[src/rtl/input_debounce_bank.sv]
// Multi-channel input debouncer: per-channel synchroniser, stability counter and
// one-cycle rise/fall strobes on each accepted level change.
module input_debounce_bank #(
    parameter int                  CHANNELS      = 8,
    parameter int                  STABLE_CYCLES = 1000000,
    parameter int                  SYNC_STAGES   = 2,
    parameter logic [CHANNELS-1:0] RESET_LEVEL   = '0
) (
    input  logic                clk,
    input  logic                rst,
    input  logic [CHANNELS-1:0] i,
    output logic [CHANNELS-1:0] o,
    output logic [CHANNELS-1:0] o_rise,
    output logic [CHANNELS-1:0] o_fall,
    output logic                o_busy
);

    localparam int               CNT_W    = $clog2(STABLE_CYCLES + 1);
    localparam logic [CNT_W-1:0] CNT_TERM = CNT_W'(STABLE_CYCLES - 1);
    localparam logic [CNT_W-1:0] CNT_ONE  = CNT_W'(1);

    if (CHANNELS < 1) begin : g_bad_channels
        $error("input_debounce_bank: CHANNELS must be >= 1");
    end
    if (STABLE_CYCLES < 1) begin : g_bad_stable
        $error("input_debounce_bank: STABLE_CYCLES must be >= 1");
    end
    if (SYNC_STAGES < 1) begin : g_bad_sync
        $error("input_debounce_bank: SYNC_STAGES must be >= 1");
    end

    logic [CHANNELS-1:0] sync_q [SYNC_STAGES];
    logic [CHANNELS-1:0] sync_d [SYNC_STAGES];
    logic [CNT_W-1:0]    cnt_q  [CHANNELS];
    logic [CNT_W-1:0]    cnt_d  [CHANNELS];
    logic [CHANNELS-1:0] o_q, o_d;
    logic [CHANNELS-1:0] rise_q, rise_d;
    logic [CHANNELS-1:0] fall_q, fall_d;
    logic [CHANNELS-1:0] s;
    logic                busy;

    assign s = sync_q[SYNC_STAGES-1];

    always_comb begin
        sync_d[0] = i;
        for (int k = 1; k < SYNC_STAGES; k++) begin
            sync_d[k] = sync_q[k-1];
        end
    end

    // Any sample matching the current level restarts the count; the terminal
    // count accepts the new level and clears the counter in the same edge.
    always_comb begin
        o_d    = o_q;
        rise_d = '0;
        fall_d = '0;
        busy   = 1'b0;
        for (int n = 0; n < CHANNELS; n++) begin
            cnt_d[n] = '0;
            if (s[n] != o_q[n]) begin
                if (cnt_q[n] == CNT_TERM) begin
                    o_d[n]    = s[n];
                    rise_d[n] = s[n];
                    fall_d[n] = ~s[n];
                end else begin
                    cnt_d[n] = cnt_q[n] + CNT_ONE;
                end
            end
            if (cnt_q[n] != '0) begin
                busy = 1'b1;
            end
        end
    end

    always_ff @(posedge clk) begin
        if (rst) begin
            for (int k = 0; k < SYNC_STAGES; k++) begin
                sync_q[k] <= RESET_LEVEL;
            end
            for (int n = 0; n < CHANNELS; n++) begin
                cnt_q[n] <= '0;
            end
            o_q    <= RESET_LEVEL;
            rise_q <= '0;
            fall_q <= '0;
        end else begin
            for (int k = 0; k < SYNC_STAGES; k++) begin
                sync_q[k] <= sync_d[k];
            end
            for (int n = 0; n < CHANNELS; n++) begin
                cnt_q[n] <= cnt_d[n];
            end
            o_q    <= o_d;
            rise_q <= rise_d;
            fall_q <= fall_d;
        end
    end

    assign o      = o_q;
    assign o_rise = rise_q;
    assign o_fall = fall_q;
    assign o_busy = busy;

endmodule

[config.mk]
export PLATFORM = sky130hd
export DESIGN_NAME = input_debounce_bank
export DESIGN_NICKNAME = d
export VERILOG_FILES = /design/src/rtl/input_debounce_bank.sv
export SDC_FILE = /design/constraint.sdc
export NUM_CORES = 1
export LEC_CHECK = 0
export BUFFER_PORTS_ARGS = -buffer_cell sky130_fd_sc_hd__clkbuf_2
export CORE_MARGIN = 2
export CORE_UTILIZATION = 62
export DETAILED_ROUTE_END_ITERATION = 12
export PLACE_DENSITY = 0.77
export SLEW_MARGIN = 20
export SYNTH_ARGS = -nofsm -noshare
export SYNTH_HDL_FRONTEND = slang
export SYNTH_SLANG_ARGS = --single-unit
export TNS_END_PERCENT = 1
[constraint.sdc]
create_clock -name clk -period 2.7 [get_ports clk]
set_clock_uncertainty 0.15 [all_clocks]
set_input_delay 0.135 -clock clk [delete_from_list [all_inputs] [get_ports clk]]
set_output_delay 0.135 -clock clk [all_outputs]
set_load 0.01 [all_outputs]
==> impl_metrics.tcl <==
set metrics [dict create \
    core_sq_mm 0.01437 \
    firstDrtPassIters 5 \
    remaining_drc_errors 0 \
    grt_use_total_pct 25.05 \
    wl_per_cell_um 14.90 \
    cts_tree "built" \
    synth_area_sq_mm 0.009012 \
    syn-num-nets 1072 \
    route.vias.total 7491 \
    top_layer_used "met4" \
    tightest_slew_ps 689.8 \
    wl_um 19090 \
    place_ws_ps 229.8 \
    crit_required_ps 2410 \
    fin_cells 1281 \
    clkTransAtPathRegs_ps 80 \
    reg2reg_depth 5 \
    reg2reg_slack_ps 450 \
    drive_gt1_share_pct 10.39 \
    p_per_area_mw_per_mm2 548.8 \
    die_x_um 124.6 \
    placedCellCount 1241 \
    place_area_sq_mm 0.009334 \
    max_clock_freq_mhz 370.6 \
    hold_path_depth 2 \
    holdPathEnd "sync_q[0][12]" \
    cp-start-kind "register" \
    diodes 0 \
    finalHoldViolations 0 \
    rsz0062_at_grt "true" \
    crit_fanout 4 \
    hp-class "input port to register" \
    grt_max_degree 27 \
    cts_max_level 4 \
    rows 44 \
    fin_nets 1110 \
    endpoint_kind "output pin" \
    die_h_um 124.6 \
    crit_arrival_ps 2410 \
    netlist_instances 1046 \
    critPathKind "register to output pin" \
    finalSetupViolCount 0 \
    design_area_sq_mm 0.01000 \
    ir_drop_v 0.0004789 \
    first_global_vias 6854 \
    finalCritPeriodShare_pct 99.95 \
    io_pins 35 \
    cts_setup_buffers 0 \
    viasPerCell 5.848 \
    wl_met2_um 8848 \
    yosysWarnings 0 \
    clk_path_buf_depth 2 \
    start_util_pct 62.72 \
    outcome "complete, no violations" \
    drtIter0Drc 470 \
    antenna_found_initial 0 \
    layout_commonest_cell "dfxtp_1" \
    route.met3.wl_um 798 \
    yosysTopAreaCellShare_pct 44.43 \
    overflow 0 \
    ys_seq_area_share_pct 44.43 \
    wl_met1_um 8932 \
    fin_ws_ps 1.408 \
    die_area_sq_mm 0.01552 \
    gp_routability_congestion 0.8729 \
    clock-root-buffer "clkbuf_16" \
    synthTopCellsByArea "dfxtp_1, xnor2_1, nor2_1, nand3_1, a21oi_1" \
    clock-sinks 200 \
    io_buffers 34 \
    period_needed_ps 2699 \
    most-common-layout-cells "dfxtp_1, nor2_1, nand3_1, a21oi_1, nand2_1" \
    synth_top_area_cell "dfxtp_1" \
    area_growth_pct 10.95 \
    syn_avg_cell_area_sq_um 8.616 \
    power.leakage_uw 0.003106 \
    ys_ff_latch 200 \
    ys_types 43 \
    grt_pass1_wl_um 32310 \
    postRouteAntennaNets 0 \
    drv_cap 0 \
    insertion_delay_ps 450 \
    slew_viol_final 0 \
    hp-start "rst" \
    cts_inserted_buffers 17 \
    hpwl_um 13160 \
    rr_endpoint "cnt_q[1][23]" \
    r2r_start "cnt_q[1][31]" \
    slew_headroom_pct 54.01 \
]
==> cell type report <==
| class | instances | area, sq um |
|---|---|---|
| sequential | 200 | 4006 |
| clock inverter | 15 | 133.9 |
| clock buffer | 17 | 425.4 |
| timing repair buffer | 53 | 332.8 |
| tap | 184 | 230.2 |
| inverter | 38 | 142.6 |
| fill | 1173 | 4369 |
| multi-input combinational | 774 | 4728 |
==> synthesized netlist by cell type (all sizes together) <==
library cell,count
a21oi,69
and2,8
and3,22
and4,13
and4b,1
buf,9
clkbuf,25
dfxtp,200
ha,16
inv,38
nand2,59
nand2b,11
nand3,73
nand4,31
nand4bb,1
nor2,118
nor2b,17
nor3,25
nor3b,1
nor4,46
nor4b,9
o21ai,43
o31ai,28
o41ai,1
or2,11
or3,42
or4,37
or4bb,1
xnor2,56
xor2,35
==> through the flow <==
step,setup TNS (ps),hold WS (ps),power [uW],utilization [%]
final,0,183.8,5488,69.59
after detailed placement,0,201.6,3129,64.96
after floorplan,0,113.2,3093,-
after CTS,-15.73,166.5,5536,69.59
after global routing,-95.57,221.3,5672,69.59
after global placement,0,195.9,3128,64.96
==> worst max-delay path by stage <==
stage	from	endpoint	slack (ps)	cells past startpoint
final	cnt_q[1][35]	o_busy	1	5
after global routing	cnt_q[1][31]	o_busy	-100	5
after CTS	cnt_q[1][35]	o_busy	-20	5
after detailed placement	cnt_q[1][31]	o_busy	230	5
after global placement	cnt_q[1][31]	o_busy	240	5
after floorplan	cnt_q[1][31]	cnt_q[1][25]	550	5
==> timing repair <==
| item | 4_1_cts | 5_1_grt |
|---|---|---|
| endpoints found under the hold margin | 8 | 0 |
| setup endpoints to repair | 1 | 1 |
| hold buffers | 8 | 0 |
| resized for setup | 6 | 0 |
| pin swaps | 2 | 0 |
==> registers in the layout (all words and copies together), names as in the netlist <==
register / cells
cnt_q: 160
sync_q: 16
o: 8
o_fall: 8
o_rise: 8
==> layer usage <==
| metal | up-vias | global-route usage, % |
|---|---|---|
| met1 | 3474 | 33.21 |
| met3 | 39 | 6.057 |
| met5 | - | 0 |
| met2 | 143 | 39.57 |
| met4 | 0 | 9.914 |
| li1 | 3835 | - |
==> power by group <==
part	total (uW)	internal, uW	switching [uW]
clock	2420	1220	1190
combinational	99.2	41.8	57.4
sequential	2970	2960	9.78
==> critical path: stages (launching register included) <==
cell and delay (ps):
dfxtp_2 330, or4_4 540, or4bb_4 580, nor4_4 160, nand4_1 190, clkbuf_2 180
==> cell families (layout without fill, tap and decap cells) <==
| logic type | Yosys count | in the layout | synth area share (%) |
|---|---|---|---|
| and+or+nand+nor | 526 | 526 | 32.13 |
| DFF | 200 | 200 | 44.43 |
| AOI/OAI and AO/OA | 141 | 141 | 9.010 |
| xor gates and xnor gates | 91 | 91 | 8.843 |
| buffers and inverters | 72 | 123 | 3.374 |
| adders and majority gates | 16 | 16 | 2.221 |
(Power assumes the default switching activity.)
